### src/rtl/dsp_nco_rom_arb.sv
// dsp_nco_rom_arb: shares one NCO sin/cos ROM read port between NUM_REQ
// requesters. One lookup per clock via req/gnt. The granted address drives
// the ROM. A ROM_LAT-deep tag pipeline routes each returning ROM word back to
// the requester that issued it.
// Optional macro DSP_NCO_ROM_ARB_FIXED_PRIO_EN: when defined, fixed priority
// (lowest index wins, no rotating pointer); when undefined, round-robin.
module dsp_nco_rom_arb #(
    parameter int NUM_REQ    = 4,
    parameter int ADDR_WIDTH = 10,
    parameter int DATA_WIDTH = 16,
    parameter int ROM_LAT    = 1
) (
    input  logic                          clk,
    input  logic                          rst,
    input  logic [NUM_REQ-1:0]            req,
    input  logic [NUM_REQ*ADDR_WIDTH-1:0] req_addr,
    output logic [NUM_REQ-1:0]            gnt,
    output logic [ADDR_WIDTH-1:0]         rom_addr,
    input  logic [DATA_WIDTH-1:0]         rom_dout,
    output logic [NUM_REQ-1:0]            rsp_valid,
    output logic [DATA_WIDTH-1:0]         rsp_data,
    output logic                          busy
);

    localparam int PTR_W = (NUM_REQ > 1) ? $clog2(NUM_REQ) : 1;
    localparam logic [PTR_W:0]   NUM_REQ_W = (PTR_W+1)'(NUM_REQ);
    localparam logic [PTR_W-1:0] LAST_IDX  = PTR_W'(NUM_REQ - 1);

    logic [PTR_W-1:0]                rr_ptr_q;
    logic [ADDR_WIDTH-1:0]           last_addr_q, last_addr_d;
    logic [ROM_LAT-1:0]              vld_q, vld_d;
    logic [ROM_LAT-1:0][NUM_REQ-1:0] id_q, id_d;
    logic                            granted;
    logic [ADDR_WIDTH-1:0]           sel_addr;
    logic [PTR_W:0]                  sum;
    logic [PTR_W-1:0]                idx;

`ifdef DSP_NCO_ROM_ARB_FIXED_PRIO_EN
    // Fixed priority: the search always starts at index 0.
    assign rr_ptr_q = '0;
`else
    logic [PTR_W-1:0] rr_ptr_d;

    // Round-robin pointer register: index that has top priority next cycle.
    always_ff @(posedge clk) begin
        if (rst) begin
            rr_ptr_q <= '0;
        end else begin
            rr_ptr_q <= rr_ptr_d;
        end
    end
`endif

    // Search from rr_ptr upward with wrap; first asserted request wins and
    // its address is muxed onto the ROM port in the same cycle.
    always_comb begin
        gnt      = '0;
        granted  = 1'b0;
        sel_addr = last_addr_q;
        sum      = '0;
        idx      = '0;
`ifdef DSP_NCO_ROM_ARB_FIXED_PRIO_EN
`else
        rr_ptr_d = rr_ptr_q;
`endif
        for (int i = 0; i < NUM_REQ; i++) begin
            sum = {1'b0, rr_ptr_q} + (PTR_W+1)'(i);
            if (sum >= NUM_REQ_W) begin
                sum = sum - NUM_REQ_W;
            end
            idx = sum[PTR_W-1:0];
            if (!rst && !granted && req[idx]) begin
                granted  = 1'b1;
                gnt[idx] = 1'b1;
                sel_addr = req_addr[int'(idx)*ADDR_WIDTH +: ADDR_WIDTH];
`ifdef DSP_NCO_ROM_ARB_FIXED_PRIO_EN
`else
                rr_ptr_d = (idx == LAST_IDX) ? '0 : idx + PTR_W'(1);
`endif
            end
        end
    end

    assign rom_addr = sel_addr;

    // Next state for the held address and the in-flight tag pipeline.
    always_comb begin
        last_addr_d = granted ? sel_addr : last_addr_q;
        vld_d       = '0;
        id_d        = '0;
        vld_d[0]    = granted;
        id_d[0]     = gnt;
        for (int j = 1; j < ROM_LAT; j++) begin
            vld_d[j] = vld_q[j-1];
            id_d[j]  = id_q[j-1];
        end
    end

    // Registers for the held address and the tag pipeline; reset discards
    // every lookup still in flight.
    always_ff @(posedge clk) begin
        if (rst) begin
            last_addr_q <= '0;
            vld_q       <= '0;
            id_q        <= '0;
        end else begin
            last_addr_q <= last_addr_d;
            vld_q       <= vld_d;
            id_q        <= id_d;
        end
    end

    // Responses are suppressed while reset is held so no stale strobe escapes.
    assign rsp_valid = (vld_q[ROM_LAT-1] && !rst) ? id_q[ROM_LAT-1] : '0;
    assign rsp_data  = rom_dout;
    assign busy      = (|vld_q) && !rst;

endmodule

### config.mk
export PLATFORM = sky130hd
export DESIGN_NAME = dsp_nco_rom_arb
export DESIGN_NICKNAME = d
export VERILOG_FILES = /design/src/rtl/dsp_nco_rom_arb.sv
export SDC_FILE = /design/constraint.sdc
export NUM_CORES = 1
export LEC_CHECK = 0
export CAP_MARGIN = 30
export CORE_UTILIZATION = 42
export CTS_CLUSTER_DIAMETER = 30
export CTS_CLUSTER_SIZE = 28
export DETAILED_ROUTE_END_ITERATION = 8
export HOLD_SLACK_MARGIN = 0.08
export PLACE_DENSITY = 0.88
export SLEW_MARGIN = 15
export SYNTH_ARGS = -nofsm -noshare
export SYNTH_HDL_FRONTEND = slang
export SYNTH_SLANG_ARGS = --single-unit
### constraint.sdc
create_clock -name clk -period 3.4 [get_ports clk]
set_input_delay 0.34 -clock clk [delete_from_list [all_inputs] [get_ports clk]]
set_output_delay 0.34 -clock clk [all_outputs]
set_load 0.05 [all_outputs]
==> reports/results.tsv, run 1 <==
stage	metric	value	unit
outcome	status	complete, no violations	
global_routing	grt_pass1_vias	2597	
placement	io_buffers	64	
pwr	leakagePower	1.214	nW
layout	drive_above_1_share	32.23	%
critical_path	cp_max_fo	12	
clock_network	clk_latency	0.26	ns
floorplan	dieArea	6979	um^2
drt	drc_errors	0	
drt	post_drt_wl_per_cell	18.66	um
timing	slew_viol_final	0	
global_routing	grt_pass1_wl	12.30	mm
floorplan	dieWidth	83.54	um
critical_path	worstPathCellList	inv_1 > ha_1 > buf_4 > and3b_1 > o21ai_0 > buf_4 > a211oi_1 > or4b_1 > o21ai_4 > buf_4	
drt	drt-total-wl	7.633	mm
logic_synthesis	synth_flop_cell	dfxtp_1	
timing	max-slew-margin-rel	51.80	%
drt	drtIter0Drc	143	
layout	post-route-util	54.57	%
critical_path	cp_data_arrival_time	2.87	ns
critical_path	worst_r2r_path_depth	9	
clock_network	clk_pin_slew	0.08	ns
clock_network	cts_root_buf	clkbuf_8	
global_routing	globalRouteTotalUtil	21.25	%
timing	fin_crit	3.212	ns
pwr	p_sw_share	50.16	%
critical_path	worstSetupPathType	reg2out	
logic_synthesis	synth_area	2793	um^2
floorplan	die_h	83.54	um
timing	setup_viol	0	
pwr	power_density	833.7	nW/um^2
hold_path	min_path_cells	3	
layout	fillerInstances	562	
pwr	p_int	1.448	mW
placement	dp_hpwl	5.583	mm
critical_path	cpPeakStageDelay	0.56	ns
pwr	p_comb_share	83.6	%
logic_synthesis	ys_async_sr_fraction	0	%
layout	area_growth	24.78	%
global_routing	gr-total-overflow	0	
job	drv_cap	0	
timing	finalSetupTns	0	ns
logic_synthesis	ys_types	42	
layout	mostFrequentLayoutCell	clkdlybuf4s50_1	
layout	mostFrequentLayoutCells	clkdlybuf4s50_1, mux4_2, buf_4	
logic_synthesis	synth_edf_count	0	
timing	grt_setup_unrepaired	no	
drt	dr_total_vias	2731	
critical_path	critPathLaunchType	flop	
drt	drt_pre_antenna_iters	5	
clock_network	cts_setup_buffers	0	
hold_path	hp-class	reg2reg	
global_routing	antenna_found_initial	0	
pwr	peakVddDrop	0.0006121	V
critical_path	slowest_stage	or4b_1	
clock_network	cts_buffers	3	
timing	holdWs	0.6244	ns
global_routing	grt_start_max_net_pins	49	
drt	ant_nets	0	
layout	nets	399	
clock_network	clockBufferDepth	2	
layout	multi_input_area	2246	um^2
logic_synthesis	ys_seq_elements	17	
clock_network	htreeDepth	1	
timing	min_period_over_period	94.47	%
timing	worst_pin_slew	0.7231	ns
pwr	seq_power_share	10.8	%
timing	hold_viol	0	
floorplan	initial_utilization	43.73	%
logic_synthesis	syn_nets	360	
floorplan	io_pins	97	
floorplan	rows	29	
layout	final-seq-area	341.6	um^2
clock_network	holdBufCountCts	0	
clock_network	cts_tree	done	
pwr	p_clk_share	5.6	%
critical_path	cp.required	3.06	ns
drt	viasPerCell	6.677	
logic_synthesis	synth_cells	294	
critical_path	cp_common_cell	buf_4	
logic_synthesis	yosysWarnings	0	
placement	gp_congestion	0.8393	
logic_synthesis	ys_seq_area_share	12.19	%
critical_path	critPathCaptureType	output port	
layout	diodes	0	
pwr	power_switching	1.457	mW
placement	dp_cells	405	
floorplan	core-area	6386	um^2
timing	skew	0.006492	ns
layout	stdcell_count	409	
clock_network	clock_sinks	17	
logic_synthesis	syn_avg_cell_area	9.499	um^2
timing	fmax	0.3113	GHz
[synth_stat cells (3+ instances only)]
library cell | n | area share [%]
mux4_2 | 43 | 35
a21oi_1 | 42 | 7.5
buf_4 | 24 | 6.5
o21ai_0 | 22 | 3.9
dfxtp_1 | 17 | 12
buf_2 | 12 | 2.2
nor2b_1 | 12 | 2.7
a211oi_1 | 11 | 3.0
o21ai_1 | 11 | 2.0
nor2_1 | 10 | 1.3
or3b_1 | 9 | 2.8
or4b_1 | 9 | 3.2
clkbuf_1 | 7 | 0.94
nand2_1 | 7 | 0.94
and2_1 | 5 | 1.1
inv_1 | 5 | 0.67
a222oi_1 | 4 | 1.4
buf_6 | 4 | 1.6
ha_1 | 4 | 1.8
nand2b_1 | 4 | 0.90
nor3b_1 | 4 | 1.1
nor3_1 | 3 | 0.54
[registers in the layout (all words and copies together) (netlist names)]
register / cells
last_addr_q: 10
rr_ptr_q: 2
id_q: 4
vld_q: 1
[metal layers]
metal	part of all wire [%]	global-route usage, %	vias up
met2	51	37.11	132
met5	0	0	-
met4	0.80	5.393	0
met1	41	27.85	1373
met3	6.9	2.770	5
li1	-	-	1221
[worst paths after layout]
path | from | endpoint | slack, ns
max | rr_ptr_q[0]$_SDFFE_PP0P_ | rom_addr[7] | 0.19
min | last_addr_q[1]$_SDFFE_PP0P_ | last_addr_q[1]$_SDFFE_PP0P_ | 0.62
max reg2reg | rr_ptr_q[0]$_SDFFE_PP0P_ | last_addr_q[9]$_SDFFE_PP0P_ | 0.85
min reg2reg | last_addr_q[1]$_SDFFE_PP0P_ | last_addr_q[1]$_SDFFE_PP0P_ | 0.62
[per-stage QoR]
stage	total power [mW]	cell area [um^2]	worst slack, ns
after CTS	2.901	3480	0.01872
after global placement	2.677	3433	0.3354
after floorplan	2.347	2927	0.02752
final	2.905	3485	0.1881
after detailed placement	2.736	3433	0.2740
after global routing	3.073	3485	0.06111
[cells by family after synthesis]
logic type               after synthesis  synth area share, %
AO/OA/AOI/OAI                        100                20.70
AND/OR/NAND/NOR                       73                17.38
buffers and inverters                 54                12.14
multiplexers                          46                35.80
flip-flops                            17                12.19
adder cells (fa/ha/maj)                4                1.792
[worst max-delay path, delay by kind of cell, from the launching register on]
family	cells	cell delay [ns]
compound gates	3	0.35
fa+ha+maj	1	0.37
flops	1	0.41
buf+inv	4	0.73
simple gates	2	0.75
[power groups by stage]
stage / Sequential [mW] / Clock (mW) / Combinational (mW)
2_1_floorplan: 0.306 / 0 / 2.04
6_report: 0.315 / 0.162 / 2.43
3_3_place_gp: 0.316 / 0 / 2.36
5_1_grt: 0.322 / 0.172 / 2.58
4_1_cts: 0.315 / 0.162 / 2.42
3_5_place_dp: 0.320 / 0 / 2.42
[cell type report]
cell class	count	share of cell area [%]
timing repair buffer	83	21.11
inverter	5	0.5386
clock buffer	3	1.185
sequential	17	9.803
clock inverter	1	0.1436
tap	77	2.765
multi-input combinational	223	64.45
[what timing repair did]
item	CTS	global route
endpoints found under the setup margin	0	12
endpoints found under the hold margin	0	0
resized for setup	0	3
(Power assumes the default switching activity.)
==> run 2, diff against run 1 <==
ABC_CLOCK_PERIOD_IN_PS = 3400   (was not set)
==> results of run 2 <==
Final layout, timing and power as in run 1 (identical DEF).
